**src/rtl/imem_loader_pkg.sv**
```systemverilog
// imem_loader_pkg
//   Shared definitions for the instruction-memory boot loader: FSM state
//   encodings, stream framing constants and a state decode helper.
package imem_loader_pkg;

  typedef enum logic [2:0] {
    ST_HDR_HI = 3'd0,
    ST_HDR_LO = 3'd1,
    ST_DATA   = 3'd2,
    ST_DONE   = 3'd3,
    ST_ERROR  = 3'd4
  } state_t;

  localparam int HDR_BYTES  = 2;                    // 16-bit word count, MSB first
  localparam int WORD_BYTES = 4;                    // big-endian 32-bit instruction
  localparam int BCNT_W     = $clog2(WORD_BYTES);   // byte-in-word counter width

  // States in which the loader takes stream bytes.
  function automatic logic accepting(state_t s);
    return (s == ST_HDR_HI) || (s == ST_HDR_LO) || (s == ST_DATA);
  endfunction

endpackage

```
**src/rtl/imem_loader_if.sv**
```systemverilog
// imem_loader_if
//   Byte-stream input, restart pulse, instruction-memory write port and
//   pipeline status of the boot loader.
//   slave  : loader side (takes stream, drives memory write and status)
//   master : boot source / testbench side
interface imem_loader_if #(parameter int ADDR_W = 7);
  logic              in_valid;
  logic [7:0]        in_data;
  logic              in_ready;
  logic              restart;
  logic              imem_we;
  logic [ADDR_W-1:0] imem_addr;
  logic [31:0]       imem_wdata;
  logic              pipe_hold;
  logic              done;
  logic              error;

  modport slave (
    input  in_valid, in_data, restart,
    output in_ready, imem_we, imem_addr, imem_wdata, pipe_hold, done, error
  );

  modport master (
    output in_valid, in_data, restart,
    input  in_ready, imem_we, imem_addr, imem_wdata, pipe_hold, done, error
  );
endinterface

```
**src/rtl/imem_loader_word_assembler.sv**
```systemverilog
// word_assembler
//   8->32 shift register. Bytes arrive MSB first; the byte that completes a
//   word registers the full word and a one-cycle word_valid pulse.
//   clk, rst   : clock, async active-high reset
//   clr        : synchronous clear of partial word and byte counter
//   byte_en    : accept byte_in this cycle
//   byte_in    : stream byte
//   last_byte  : next accepted byte completes the word (decoded from counter)
//   word_valid : registered pulse, one cycle, when word updates
//   word       : last completed word; holds until the next completion
module word_assembler
  import imem_loader_pkg::*;
(
  input  logic        clk,
  input  logic        rst,
  input  logic        clr,
  input  logic        byte_en,
  input  logic [7:0]  byte_in,
  output logic        last_byte,
  output logic        word_valid,
  output logic [31:0] word
);

  localparam int                SH_W = 8 * (WORD_BYTES - 1);
  localparam logic [BCNT_W-1:0] LAST = BCNT_W'(WORD_BYTES - 1);

  logic [BCNT_W-1:0] cnt_q,  cnt_d;
  logic [SH_W-1:0]   sh_q,   sh_d;
  logic [31:0]       word_q, word_d;
  logic              wv_q,   wv_d;

  assign last_byte = (cnt_q == LAST);

  always_comb begin
    cnt_d  = cnt_q;
    sh_d   = sh_q;
    word_d = word_q;
    wv_d   = 1'b0;
    if (clr) begin
      cnt_d = '0;
      sh_d  = '0;
    end else if (byte_en) begin
      if (last_byte) begin
        // Only the leading bytes are buffered; the final byte goes straight
        // into the output word.
        word_d = {sh_q, byte_in};
        wv_d   = 1'b1;
        cnt_d  = '0;
      end else begin
        sh_d  = {sh_q[SH_W-9:0], byte_in};
        cnt_d = cnt_q + BCNT_W'(1);
      end
    end
  end

  always_ff @(posedge clk or posedge rst) begin
    if (rst) begin
      cnt_q  <= '0;
      sh_q   <= '0;
      word_q <= '0;
      wv_q   <= 1'b0;
    end else begin
      cnt_q  <= cnt_d;
      sh_q   <= sh_d;
      word_q <= word_d;
      wv_q   <= wv_d;
    end
  end

  assign word_valid = wv_q;
  assign word       = word_q;

endmodule

```
**src/rtl/imem_loader.sv**
```systemverilog
// imem_loader
//   Boot stage: takes a byte stream (16-bit word count N, MSB first, then N
//   big-endian 32-bit words), writes the words into instruction memory at
//   addresses 0..N-1 and holds the pipeline in reset until the image is in.
//   clk, rst : clock, async active-high reset
//   bus      : imem_loader_if slave (stream in, restart, imem write, status)
//   Status: pipe_hold high until DONE; error high on a header of 0 or >DEPTH.
module imem_loader
  import imem_loader_pkg::*;
#(
  parameter int ADDR_W = 7,
  parameter int DEPTH  = 128
) (
  input  logic          clk,
  input  logic          rst,
  imem_loader_if.slave  bus
);

  localparam logic [15:0]     DEPTH16 = 16'(DEPTH);
  localparam logic [ADDR_W:0] WONE    = (ADDR_W + 1)'(1);

  state_t            state_q, state_d;
  logic [7:0]        hi_q, hi_d;
  logic [ADDR_W:0]   n_q, n_d;
  logic [ADDR_W:0]   wcnt_q, wcnt_d;
  logic [ADDR_W-1:0] addr_q, addr_d;
  logic              in_ready_q, in_ready_d;
  logic              pipe_hold_q, pipe_hold_d;
  logic              done_q, done_d;
  logic              error_q, error_d;

  logic              xfer;
  logic              asm_clr, asm_en, asm_last, asm_we;
  logic [31:0]       asm_word;
  logic [15:0]       n_hdr;

  assign xfer   = bus.in_valid & in_ready_q;
  assign n_hdr  = {hi_q, bus.in_data};
  assign asm_en = xfer && (state_q == ST_DATA);

  always_comb begin
    state_d = state_q;
    hi_d    = hi_q;
    n_d     = n_q;
    wcnt_d  = wcnt_q;
    addr_d  = addr_q;
    asm_clr = 1'b0;
    case (state_q)
      ST_HDR_HI: if (xfer) begin
        hi_d    = bus.in_data;
        state_d = ST_HDR_LO;
      end
      ST_HDR_LO: if (xfer) begin
        // The range check guarantees N fits in the word counter, so the
        // counter never wraps and no write lands beyond DEPTH.
        if (n_hdr == 16'd0 || n_hdr > DEPTH16) begin
          state_d = ST_ERROR;
        end else begin
          n_d     = n_hdr[ADDR_W:0];
          state_d = ST_DATA;
        end
      end
      ST_DATA: if (xfer && asm_last) begin
        addr_d = wcnt_q[ADDR_W-1:0];
        wcnt_d = wcnt_q + WONE;
        if (wcnt_q + WONE == n_q) state_d = ST_DONE;
      end
      ST_DONE, ST_ERROR: if (bus.restart) begin
        state_d = ST_HDR_HI;
        hi_d    = '0;
        n_d     = '0;
        wcnt_d  = '0;
        asm_clr = 1'b1;
      end
      default: state_d = ST_HDR_HI;
    endcase
  end

  // Status flags are registered from the next state so they line up with the
  // write strobe of the final word.
  always_comb begin
    in_ready_d  = accepting(state_d);
    pipe_hold_d = (state_d != ST_DONE);
    done_d      = (state_d == ST_DONE);
    error_d     = (state_d == ST_ERROR);
  end

  always_ff @(posedge clk or posedge rst) begin
    if (rst) begin
      state_q     <= ST_HDR_HI;
      hi_q        <= '0;
      n_q         <= '0;
      wcnt_q      <= '0;
      addr_q      <= '0;
      in_ready_q  <= 1'b0;
      pipe_hold_q <= 1'b1;
      done_q      <= 1'b0;
      error_q     <= 1'b0;
    end else begin
      state_q     <= state_d;
      hi_q        <= hi_d;
      n_q         <= n_d;
      wcnt_q      <= wcnt_d;
      addr_q      <= addr_d;
      in_ready_q  <= in_ready_d;
      pipe_hold_q <= pipe_hold_d;
      done_q      <= done_d;
      error_q     <= error_d;
    end
  end

  word_assembler u_asm (
    .clk        (clk),
    .rst        (rst),
    .clr        (asm_clr),
    .byte_en    (asm_en),
    .byte_in    (bus.in_data),
    .last_byte  (asm_last),
    .word_valid (asm_we),
    .word       (asm_word)
  );

  assign bus.in_ready   = in_ready_q;
  assign bus.imem_we    = asm_we;
  assign bus.imem_addr  = addr_q;
  assign bus.imem_wdata = asm_word;
  assign bus.pipe_hold  = pipe_hold_q;
  assign bus.done       = done_q;
  assign bus.error      = error_q;

endmodule

```
**src/flat_wrapper.sv**
```systemverilog
// flat-port wrapper written by rule: the top's interface ports become plain ports
module imem_loader_flat import imem_loader_pkg::*;
#(
  parameter int ADDR_W = 7,
  parameter int DEPTH  = 128
)
  (clk, rst, bus_in_valid, bus_in_data, bus_restart, bus_in_ready, bus_imem_we, bus_imem_addr, bus_imem_wdata, bus_pipe_hold, bus_done, bus_error);
  imem_loader_if #(.ADDR_W(ADDR_W)) bus_i ();
  input  logic clk;
  input  logic rst;
  input wire logic [$bits(bus_i.in_valid)-1:0] bus_in_valid;
  input wire logic [$bits(bus_i.in_data)-1:0] bus_in_data;
  input wire logic [$bits(bus_i.restart)-1:0] bus_restart;
  output wire logic [$bits(bus_i.in_ready)-1:0] bus_in_ready;
  output wire logic [$bits(bus_i.imem_we)-1:0] bus_imem_we;
  output wire logic [$bits(bus_i.imem_addr)-1:0] bus_imem_addr;
  output wire logic [$bits(bus_i.imem_wdata)-1:0] bus_imem_wdata;
  output wire logic [$bits(bus_i.pipe_hold)-1:0] bus_pipe_hold;
  output wire logic [$bits(bus_i.done)-1:0] bus_done;
  output wire logic [$bits(bus_i.error)-1:0] bus_error;
  assign bus_i.in_valid = bus_in_valid;
  assign bus_i.in_data = bus_in_data;
  assign bus_i.restart = bus_restart;
  assign bus_in_ready = bus_i.in_ready;
  assign bus_imem_we = bus_i.imem_we;
  assign bus_imem_addr = bus_i.imem_addr;
  assign bus_imem_wdata = bus_i.imem_wdata;
  assign bus_pipe_hold = bus_i.pipe_hold;
  assign bus_done = bus_i.done;
  assign bus_error = bus_i.error;
  imem_loader #(.ADDR_W(ADDR_W), .DEPTH(DEPTH)) u_core (.clk(clk), .rst(rst), .bus(bus_i));
endmodule
```
**config.mk**
```make
export PLATFORM = sky130hd
export DESIGN_NAME = imem_loader_flat
export DESIGN_NICKNAME = d
export VERILOG_FILES = /design/src/rtl/imem_loader_pkg.sv /design/src/rtl/imem_loader_if.sv /design/src/rtl/imem_loader_word_assembler.sv /design/src/rtl/imem_loader.sv /design/src/flat_wrapper.sv
export SDC_FILE = /design/constraint.sdc
export NUM_CORES = 1
export LEC_CHECK = 0
export CORE_MARGIN = 10
export CORE_UTILIZATION = 40
export DETAILED_ROUTE_END_ITERATION = 10
export GPL_ROUTABILITY_DRIVEN = 0
export HOLD_SLACK_MARGIN = 0.12
export PLACE_DENSITY_LB_ADDON = 0.2
export SLEW_MARGIN = 20
export SYNTH_ARGS = -nofsm -noshare
export SYNTH_HDL_FRONTEND = slang
export SYNTH_SLANG_ARGS = --single-unit
```
**constraint.sdc**
```tcl
create_clock -name clk -period 4.4 [get_ports clk]
set_clock_uncertainty 0.05 [all_clocks]
set_input_delay 0.66 -clock clk [delete_from_list [all_inputs] [get_ports clk]]
set_output_delay 0.66 -clock clk [all_outputs]
set_load 0.01 [all_outputs]
```
=== Word-level counts from Yosys, hierarchy flattened ===
Cells that the tools add are included.
Widths: inputs -> output; s select.

* Output and inout bits: 44
* Register bits: 97
* Bits of input ports: 12

* Reductions and logical operators: 19
* $lt $le $gt $ge: 1
* Bitwise logic cells: 2
* Equal/unequal tests: 17
* Multiplexer cells: 26
* Add/subtract/negate cells: 2

{| class="wikitable"
|+ Operator list
! kind !! count
|-
| $mux 24 || 3
|-
| $pmux 8 s2 || 3
|-
| $mux 8 || 5
|-
| $mux 3 || 6
|-
| $gt 16x8->1 const B || 1
|-
| $logic_not 16->1 || 1
|-
| $eq 3x2->1 const B || 4
|-
| $pmux 3 s4 || 1
|-
| $reduce_and 3->1 || 3
|-
| $add 8x1->8 const B || 1
|-
| $eq 8x8->1 || 1
|-
| $reduce_bool 2->1 || 4
|-
| $eq 3x1->1 const B || 2
|-
| $eq 3x3->1 const B || 2
|-
| $logic_not 3->1 || 2
|-
| $mux 2 || 3
|-
| $ne 2x1->1 const B || 3
|-
| $ne 2x2->1 const B || 3
|-
| $mux 1 || 5
|-
| $reduce_and 2->1 || 2
|-
| $reduce_and 4->1 || 1
|-
| $logic_or 1x1->1 || 3
|-
| $ne 3x2->1 const B || 1
|-
| $add 2x1->2 const B || 1
|-
| other kinds (5) || 6
|}

=== Depth between registers and ports, before layout ===
Gate-level depths: netlist (run 1).

* Word-level depth: 8
* Depth in mapped cells: 8

=== Modules after synthesis ===
A second synthesis (run 1) with hierarchy kept.

* Cells, all modules: 394
* Area total of the unflattened synthesis: 4401.7 um2

{| class="wikitable"
|+ Modules (own cells, without submodules)
! module !! cells an instance !! times used !! area each (um2) !! sequential area each (um2)
|-
| word_assembler || 185 || 1 || 2439.8 || 1476.4
|-
| imem_loader || 209 || 1 || 1961.9 || 952.2
|}

=== Least setup slack after synthesis (run 1) ===
OpenSTA, ideal clock, no wires.

* Path type: in2reg
* Start point: in bus_in_data[3]
* End point: reg u_core.n_q[0]
* Data arrival time: 1.712 ns
* Stages: 5
* Buffers on the path: 0
* Setup slack: 2.508 ns
* Setup time: 0.129 ns
* Path through: nor4_1 a21oi_1 nor3b_4 nand2_2 mux2i_1

* Longest elaborated chain between the ends: 4
* Elaborated cells between the ends (all ways): 5
* Classes of those cells: order compare: 1; eq/ne: 1; reduce/logical: 3

{| class="wikitable"
|+ Ends and longest elaborated chain
! element !! RTL line !! text
|-
| start, declared || flat_wrapper.sv:12 || <nowiki>input wire logic [$bits(bus_i.in_data)-1:0] bus_in_data;</nowiki>
|-
| $gt 16x8->1 or $logic_not 16->1 (tied branches) || imem_loader.sv:56 || <nowiki>if (n_hdr == 16'd0 || n_hdr > DEPTH16) begin</nowiki>
|-
| $logic_or 1x1->1 * || imem_loader.sv:56 ||
|-
| $ne 2x2->1 (no source line) * || -- ||
|-
| $reduce_and 4->1 (no source line) * || -- ||
|-
| end signal, assigned || imem_loader.sv:102 || <nowiki>n_q <= n_d;</nowiki>
|-
| end, declared || imem_loader.sv:24 || <nowiki>logic [ADDR_W:0] n_q, n_d;</nowiki>
|}

Mark *: on every way between the ends. The rest lies on a longest branch, timed or not.
A chain may end at the register's enable or synchronous reset.

=== Worst setup path in the final report (run 1) ===
* Start point: in bus_in_valid
* End point: reg u_core.u_asm.sh_q[23]

* Longest elaborated chain between the ends: 4

{| class="wikitable"
|+ Ends and longest elaborated chain
! element !! RTL line !! text
|-
| start, declared || flat_wrapper.sv:11 || <nowiki>input wire logic [$bits(bus_i.in_valid)-1:0] bus_in_valid;</nowiki>
|-
| $and 1x1->1 || imem_loader.sv:37 || <nowiki>assign xfer = bus.in_valid & in_ready_q;</nowiki>
|-
| $logic_and 1x1->1 || imem_loader.sv:39 || <nowiki>assign asm_en = xfer && (state_q == ST_DATA);</nowiki>
|-
| $reduce_bool 2->1 (no source line) || -- ||
|-
| $reduce_and 2->1 (no source line) || -- ||
|-
| end signal, assigned || imem_loader_word_assembler.sv:59 || <nowiki>sh_q <= '0;</nowiki>
|-
| end signal, assigned || imem_loader_word_assembler.sv:64 || <nowiki>sh_q <= sh_d;</nowiki>
|-
| end, declared || imem_loader_word_assembler.sv:28 || <nowiki>logic [SH_W-1:0] sh_q, sh_d;</nowiki>
|}

Every way passes these cells.

==> impl_metrics.env, run 1 <==
export IMPL_final_common_cell="nand2_1"
export IMPL_drt_initial_drc_count=215
export IMPL_yosys_area_top_type="dfrtp_1"
export IMPL_clock_root_buffer="clkbuf_8"
export IMPL_fin_setup_tns_ns=0
export IMPL_synth_cell_type_count=47
export IMPL_slowest_stage="nor2_2"
export IMPL_h_tree_depth=3
export IMPL_path_depth=7
export IMPL_end_kind="register"
export IMPL_crit_top_cell="nor2_2"
export IMPL_synth_nets=427
export IMPL_min_period_over_period_pct=56.8
export IMPL_layout_drive_gt1_share_pct=6.84
export IMPL_die_h_um=123
export IMPL_ant_nets=0
export IMPL_power_density_mw_per_mm2=387
export IMPL_crit_buf_inv=2
export IMPL_slowest_delay_ns=0.70
export IMPL_syn_area_mm2=0.00421
export IMPL_slew_headroom_pct=40.3
export IMPL_cts_tree="done"
export IMPL_io_buffer_count=55
export IMPL_worstPathArrival_ns=2.74
export IMPL_leakagePower_nw=2.52
export IMPL_outcome="complete, no violations"
export IMPL_critPathKind="input pin to register"
export IMPL_worst_pin_slew_ns=0.894
export IMPL_max_cap_violations=0
export IMPL_drv_slew=0
export IMPL_grt_pass1_wl_mm=15.2
export IMPL_fin_nets=477
export IMPL_r2r_cells=6
export IMPL_syn_area_per_cell_um2=10.2
export IMPL_dp_hpwl_mm=6.35
export IMPL_yosysWarnings=0
export IMPL_rows=37
export IMPL_crit_chain="clkdlybuf4s50_1, and4b_1, nand2b_1, nor2_2, buf_4, nor2_2, a22o_1"
export IMPL_peakVddDrop_v=0.000233
export IMPL_cts_buffers=9
export IMPL_critPathTopFamily="simple AND/OR/NAND/NOR gates"
export IMPL_clock_fmax_ghz=0.400
export IMPL_grt_setup_unrepaired="false"
export IMPL_routed_wl_mm=9.04
export IMPL_core_mm2=0.0103
export IMPL_post_cts_setup_buffers=0
export IMPL_grt_pass1_vias=2995
export IMPL_diodes=0
export IMPL_route_vias_total=3011
export IMPL_holdCritPathClass="register to register"
export IMPL_post_cts_resize_count=0
export IMPL_finalSetupViolCount=0
export IMPL_wl_per_cell_um=15.0
export IMPL_synth_seq_cells=97
export IMPL_grt_max_degree=76
export IMPL_first_pass_iters=4
export IMPL_start_util_pct=40.9
export IMPL_path_clk_slew_ns=0.09
export IMPL_ctsHoldBuffers=0
export IMPL_setup_worst_path_start_class="input pin"
export IMPL_fin_crit_ns=2.50
export IMPL_grt_antenna_before_repair=0
export IMPL_areaGrowthSynthToFinish_pct=20.6
export IMPL_dp_slack_ns=1.56
export IMPL_vias_per_cell=4.99
export IMPL_synth_edff_count=0
export IMPL_gr_total_overflow=0
export IMPL_die_area_mm2=0.0150
export IMPL_fin_ws_ns=1.90
export IMPL_ctsLongestPathBuffers=2
export IMPL_cp_data_required_time_ns=4.63
export IMPL_synth_area_leaders="dfrtp_1, nand2_1, a22o_1"
export IMPL_async_flop_share_pct=100
export IMPL_clock_sinks=97
export IMPL_ios=56
export IMPL_clk_latency_ns=0.35
export IMPL_die_x_um=123
export IMPL_hold_violations=0
export IMPL_final_cell_mix="nand2_1, dfrtp_1, clkdlybuf4s50_1"
export IMPL_path_max_fanout=25
export IMPL_synth_seq_area_share_pct=57.8
export IMPL_whs_path_depth=2
export IMPL_synthCells=413
export IMPL_synth_top_flop_cell="dfrtp_1"
export IMPL_drc=0
export IMPL_synth_top_area_share_pct=57.1
export IMPL_grtUsageTotal_pct=12.4
[cell families after synthesis]
group           after synthesis  share of synthesized area [%]
fa+ha+maj                     2                          0.595
compound gates               66                           11.6
flops                        97                           57.8
mux                          19                           4.55
xor+xnor                     10                           2.08
simple gates                179                           18.7
buf+inv                      40                           4.70
[cell usage after synthesis, drive strengths merged (2+ instances only)]
| cell type | instances |
|---|---|
| nor2 | 19 |
| nand3 | 6 |
| mux2i | 18 |
| nand2 | 128 |
| xor2 | 6 |
| o21ai | 20 |
| a31oi | 3 |
| nand4 | 2 |
| inv | 20 |
| clkbuf | 2 |
| dfrtp | 96 |
| nor4 | 4 |
| o31ai | 3 |
| ha | 2 |
| buf | 18 |
| xnor2 | 4 |
| a22o | 25 |
| nand2b | 5 |
| nor3b | 3 |
| nor3 | 3 |
| a21oi | 7 |
| nand3b | 3 |
[per-stage QoR]
stage	hold WS, ns	total power, W	util (%)	cells	area, um2
finish	0.430	0.00196	49.3	604	5070
global route	0.464	0.00206	49.3	604	5070
global placement	0.411	0.00131	47.1	588	4840
detailed placement	0.413	0.00132	47.1	588	4840
floorplan	0.390	0.00124	-	413	4210
CTS	0.437	0.00199	49.3	604	5070
[worst reg2reg max path, cell delays in order (launching register included)]
cell,delay [ns]
dfrtp_1,0.50
and4b_1,0.29
nand2b_1,0.18
nor2_2,0.04
buf_4,0.21
nor2_2,0.71
a22o_1,0.25
[final timing paths]
kind	start	end	slack (ns)
worst max-delay path	bus_in_valid	u_core.u_asm.sh_q[23]	1.90
worst min-delay path	u_core.bus.imem_addr[0]	u_core.bus.imem_addr[0]	0.43
worst max register to register	u_core.state_q[1]	u_core.u_asm.sh_q[23]	2.10
worst min register to register	u_core.bus.imem_addr[0]	u_core.bus.imem_addr[0]	0.43
max in group asynchronous	rst	u_core.bus.pipe_hold	2.70
min in group asynchronous	rst	u_core.u_asm.word[24]	0.81
[report_power, final]
part	total (W)	internal, W	switching, W	leakage [nW]
sequential	0.00101	0.000955	0.0000534	1.33
combinational	0.000288	0.000123	0.000166	1.08
clock	0.000668	0.000345	0.000323	0.119
total	0.00196	0.00142	0.000542	2.52
[layer usage]
layer	up-vias	track usage, %	wire [um]
met1	1440	17.5	4410
met2	64	18.5	4000
met5	-	0	0
met3	9	2.62	520
li1	1498	-	-
met4	0	4.42	109
[sequential cells by signal, summed over array words and instances (netlist names), 2 cells and up]
register              count
u_core.state_q            3
u_core.wcnt_q             8
u_core.u_asm.cnt_q        2
u_core.u_asm.sh_q        24
u_core.bus.imem_addr      7
u_core.hi_q               8
u_core.n_q                8
u_core.u_asm.word        32
[final cells by class]
class	instances	area, um2
clock buffer	10	138
clock inverter	6	97.6
fill	1000	5210
inverter	20	77.6
multi-input combinational	276	1580
sequential	97	2430
tap	136	170
timing repair buffer	59	581
(Power assumes the default switching activity.)
==> run 2: changes to the inputs <==
Clock period 4.4 ns to 2.2 ns, I/O delays scaled along.
==> run 2 against run 1 <==
Via count rose by 2.9%. Hold slack got worse by 0.16 ns. Largest cell class unchanged. Final area grew 3.6%. Non-clock buffer count grew 19.
==> impl_metrics.env, run 2 (same netlist as run 1, synthesis figures left out) <==
export IMPL_wl_per_cell_um=14.8
export IMPL_ctsHoldBuffers=0
export IMPL_layout_drive_gt1_share_pct=10.7
export IMPL_die_x_um=123
export IMPL_route_vias_total=3097
export IMPL_die_area_mm2=0.0150
export IMPL_cts_tree="done"
export IMPL_max_cap_violations=0
export IMPL_path_max_fanout=24
export IMPL_first_pass_iters=5
export IMPL_switching_share_pct=27.4
export IMPL_critPathKind="register to register"
export IMPL_clk_latency_ns=0.35
export IMPL_stdcell_area_mm2=0.00526
export IMPL_grt_pass1_vias=3037
export IMPL_slowest_stage="nor2_2"
export IMPL_p_comb_share_pct=16.3
export IMPL_ant_nets=0
export IMPL_largest_reg_flops=32
export IMPL_holdCritPathClass="input pin to async pin"
export IMPL_fin_setup_tns_ns=0
export IMPL_vias_per_cell=4.97
export IMPL_p_seq_share_pct=50.2
export IMPL_path_clk_slew_ns=0.10
export IMPL_drv_slew=0
export IMPL_start_util_pct=40.9
export IMPL_dp_hpwl_mm=6.91
export IMPL_routed_wl_mm=9.21
export IMPL_grtUsageTotal_pct=12.8
export IMPL_gr_total_overflow=0
export IMPL_post_cts_setup_buffers=0
export IMPL_io_buffer_count=55
export IMPL_clock_sinks=97
export IMPL_fin_nets=496
export IMPL_ctsLongestPathBuffers=2
export IMPL_die_h_um=123
export IMPL_power_density_mw_per_mm2=758
export IMPL_core_mm2=0.0103
export IMPL_postPlaceCellArea_mm2=0.00502
export IMPL_p_total_w=0.00398
export IMPL_cp_data_required_time_ns=2.44
export IMPL_p_int_w=0.00289
export IMPL_final_cell_mix="nand2_1, dfrtp_1, clkdlybuf4s50_1"
export IMPL_worst_pin_slew_ns=0.921
export IMPL_cts_buffers=9
export IMPL_end_kind="register"
export IMPL_h_tree_depth=3
export IMPL_ios=56
export IMPL_clock_fmax_ghz=0.499
export IMPL_areaGrowthSynthToFinish_pct=25.0
export IMPL_grt_setup_unrepaired="false"
export IMPL_power_switching_w=0.00109
export IMPL_drt_initial_drc_count=196
export IMPL_clock_root_buffer="clkbuf_8"
export IMPL_hold_violations=0
export IMPL_peakVddDrop_v=0.000514
export IMPL_grt_antenna_before_repair=0
export IMPL_drc=0
export IMPL_finalSetupViolCount=0
export IMPL_leakagePower_nw=2.62
export IMPL_rows=37
export IMPL_n_fill_cell=965
export IMPL_final_common_cell="nand2_1"
export IMPL_outcome="complete, no violations"
export IMPL_setup_worst_path_start_class="register"
export IMPL_fin_crit_ns=2.00
export IMPL_slew_headroom_pct=38.5
export IMPL_min_period_over_period_pct=91.1
export IMPL_crit_chain="nand2b_1, mux2_2, nor2_4, nor2_2, a22o_1"
export IMPL_grt_max_degree=40
export IMPL_worstPathArrival_ns=2.24
export IMPL_grt_pass1_wl_mm=15.7
export IMPL_diodes=0
export IMPL_post_cts_resize_count=0
export IMPL_slowest_delay_ns=0.72
export IMPL_clockPowerShare_pct=33.5
[run 2: metrics by stage]
step / hold slack [ns] / utilization, % / setup slack, ns / std cells
2_1_floorplan: 0.390 / - / 0.423 / 413
3_3_place_gp: 0.409 / 48.8 / 0.0459 / 607
3_5_place_dp: 0.414 / 48.8 / 0.0141 / 607
4_1_cts: 0.265 / 51.1 / 0.189 / 623
5_1_grt: 0.280 / 51.1 / 0.00757 / 623
6_report: 0.270 / 51.1 / 0.197 / 623
[run 2: metal layers]
| metal | wire, um | GRT usage [%] | part of all wire [%] |
|---|---|---|---|
| met1 | 4570 | 18.3 | 50 |
| met2 | 4020 | 18.6 | 44 |
| met3 | 471 | 2.71 | 5.1 |
| met4 | 148 | 4.79 | 1.6 |
| met5 | 0 | 0 | 0 |
[run 2: final timing paths]
path | from | to | slack [ns] | depth (start not counted)
hold / removal | rst | u_core.u_asm.word[26] | 0.27 | 2
max in group asynchronous | rst | u_core.hi_q[6] | 1.23 | 3
setup / recovery | u_core.state_q[2] | u_core.u_asm.sh_q[4] | 0.20 | 5
min in group clk | u_core.u_asm.word[29] | u_core.u_asm.word[29] | 0.43 | 2
setup reg to reg | u_core.state_q[2] | u_core.u_asm.sh_q[4] | 0.20 | 5
hold reg to reg | u_core.u_asm.word[29] | u_core.u_asm.word[29] | 0.43 | 2
[run 2: cell type report]
class / instances / area [um2] / share of cell area (%)
well taps: 136 / 170 / 3.24
inverters: 20 / 78.8 / 1.50
flip-flops and latches: 97 / 2430 / 46.2
repair buffers: 78 / 761 / 14.5
clock buffers: 10 / 138 / 2.62
clock inverters: 6 / 97.6 / 1.86
multi-input cells: 276 / 1580 / 30.1
[run 2: power by group through the flow]
stage          registers (W)  logic (W)  clock network [W]
2_1_floorplan        0.00202   0.000465                  0
3_3_place_gp         0.00203   0.000646                  0
3_5_place_dp         0.00204   0.000661                  0
4_1_cts              0.00200   0.000667            0.00137
5_1_grt              0.00202   0.000737            0.00146
6_report             0.00200   0.000650            0.00133
[run 2: worst max-delay path, delay by kind of cell (launching register included)]
family,cells,cell delay (ns)
flip-flops,1,0.46
AO/OA/AOI/OAI,1,0.25
AND/OR/NAND/NOR,3,0.97
multiplexers,1,0.21
==> run 3: changes to the inputs <==
Settings changed: CORE_MARGIN 10 to unset.
Clock period 2.2 ns to 1.63 ns, I/O delays scaled along.
==> run 3 against run 2 <==
Critical path depth grew 1. Wire length grew 12%. Largest power group unchanged. Total power grew 36%. Non-clock buffer count grew 61. Critical endpoint is now u_core.bus.done. Combinational power grew 95%. Setup slack lost 0.43 ns. Global-route usage grew 5.4 points. The run now ends with negative setup slack left.
==> impl_metrics.env, run 3 (same netlist as run 1, synthesis figures left out) <==
export IMPL_outcome="finished, violations left"
export IMPL_violations="negative setup slack"
export IMPL_crit_buf_inv=0
export IMPL_h_tree_depth=3
export IMPL_ant_nets=0
export IMPL_fin_setup_tns_ns=-1.00
export IMPL_clock_sinks=97
export IMPL_dp_hpwl_mm=6.65
export IMPL_path_clk_slew_ns=0.10
export IMPL_clock_root_buffer="clkbuf_8"
export IMPL_fin_crit_ns=1.86
export IMPL_hold_violations=0
export IMPL_r2r_cells=6
export IMPL_reg2reg_setup_slack_ns=-0.23
export IMPL_power_density_mw_per_mm2=857
export IMPL_areaGrowthSynthToFinish_pct=49.9
export IMPL_dp_slack_ns=-0.537
export IMPL_leakagePower_nw=3.29
export IMPL_slowest_stage="dfrtp_2"
export IMPL_worstPathArrival_ns=2.12
export IMPL_startpoint="u_core.wcnt_q[0]"
export IMPL_drt_initial_drc_count=129
export IMPL_wl_per_cell_um=15.1
export IMPL_grt_max_degree=42
export IMPL_end_kind="register"
export IMPL_final_common_cell="dfrtp_1"
export IMPL_final_cell_mix="dfrtp_1, nand2_1, buf_4"
export IMPL_first_pass_iters=4
export IMPL_core_mm2=0.0103
export IMPL_diodes=0
export IMPL_ios=56
export IMPL_r2r_start="u_core.wcnt_q[0]"
export IMPL_ctsLongestPathBuffers=2
export IMPL_start_util_pct=40.9
export IMPL_grt_setup_unrepaired="true"
export IMPL_critPathKind="register to register"
export IMPL_routed_wl_mm=10.3
export IMPL_fin_ws_ns=-0.232
export IMPL_setup_worst_path_start_class="register"
export IMPL_min_period_over_period_pct=114
export IMPL_route_vias_total=3457
export IMPL_cp_data_required_time_ns=1.89
export IMPL_worst_pin_slew_ns=0.392
export IMPL_ctsHoldBuffers=0
export IMPL_grt_pass1_wl_mm=15.7
export IMPL_grt_pass1_vias=3175
export IMPL_slew_headroom_pct=73.8
export IMPL_r2r_end="u_core.bus.done"
export IMPL_finalSetupViolCount=39
export IMPL_drv_slew=0
export IMPL_gr_total_overflow=0
export IMPL_grtUsageTotal_pct=18.2
export IMPL_crit_path_end="u_core.bus.done"
export IMPL_io_buffer_count=55
export IMPL_cts_tree="done"
export IMPL_path_max_fanout=6
export IMPL_clock_fmax_ghz=0.537
export IMPL_path_depth=6
export IMPL_die_area_mm2=0.0109
export IMPL_die_x_um=105
export IMPL_die_h_um=105
export IMPL_layout_drive_gt1_share_pct=33.8
export IMPL_fin_nets=561
export IMPL_rows=37
export IMPL_clk_latency_ns=0.36
export IMPL_critPathTopFamily="compound AO/OA/AOI/OAI gates"
export IMPL_peakVddDrop_v=0.000598
export IMPL_grt_antenna_before_repair=0
export IMPL_vias_per_cell=5.03
export IMPL_crit_chain="ha_4, xor2_1, nor2_1, o2111ai_2, a2111oi_4, or2_1"
export IMPL_slowest_delay_ns=0.47
export IMPL_max_cap_violations=0
export IMPL_cts_buffers=9
export IMPL_largest_reg_flops=32
export IMPL_drc=0
export IMPL_holdCritPathClass="input pin to async pin"
export IMPL_p_total_w=0.00540
run 3: stage by stage:
stage / cells / hold slack (ns) / util [%] / area, um2
final: 687 / 0.254 / 61.3 / 6300
after global routing: 687 / 0.290 / 61.3 / 6300
after CTS: 667 / 0.268 / 54.8 / 5630
after detailed placement: 645 / 0.410 / 52.1 / 5360
after global placement: 645 / 0.408 / 52.1 / 5360
after floorplan: 413 / 0.332 / - / 4260
run 3: worst min path at each step:
stage | startpoint | to | slack, ns | cells past startpoint
floorplan | bus_in_data[0] | u_core.hi_q[0] | 0.33 | 2
global placement | u_core.bus.imem_addr[0] | u_core.bus.imem_addr[0] | 0.41 | 2
detailed placement | u_core.bus.imem_addr[4] | u_core.bus.imem_addr[4] | 0.41 | 2
CTS | rst | u_core.u_asm.word[28] | 0.27 | 3
global route | rst | u_core.u_asm.sh_q[23] | 0.29 | 3
finish | rst | u_core.u_asm.word[28] | 0.25 | 3
run 3: power breakdown:
part	switching [W]	internal [W]	total, W
combinational	0.000636	0.000638	0.00127
sequential	0.000136	0.00258	0.00271
clock	0.000855	0.000558	0.00141
run 3: layout make-up:
type	count	area, um2
fillers	904	3970
flip-flops and latches	97	2430
multi-input cells	279	1980
repair buffers	139	1450
well taps	136	170
clock buffers	10	128
inverters	20	91.3
clock inverters	5	40.0
repair inverters	1	11.3
run 3: repair_timing:
item                                    in CTS  in global routing
pin swaps                                   11                 67
endpoints found under the hold margin        0                  0
gates resized for setup                     15                136
setup buffers                                6                 15
gates cloned                                 1                  9
endpoints found under the setup margin      80                 90
run 3: layer usage:
layer / GRT usage [%] / vias up / wire length, um / share of wire (%)
met5: 0 / - / 0 / 0
met4: 5.51 / 0 / 110 / 1.1
met3: 3.24 / 9 / 408 / 3.9
met2: 28.1 / 67 / 4960 / 48
met1: 26.0 / 1718 / 4870 / 47
li1: - / 1663 / - / -
run 3: tightest hold or removal path, cell delays in order:
cell             delay [ns]
clkdlybuf4s50_1        0.44
clkinvlp_4             0.14
buf_12                 0.22
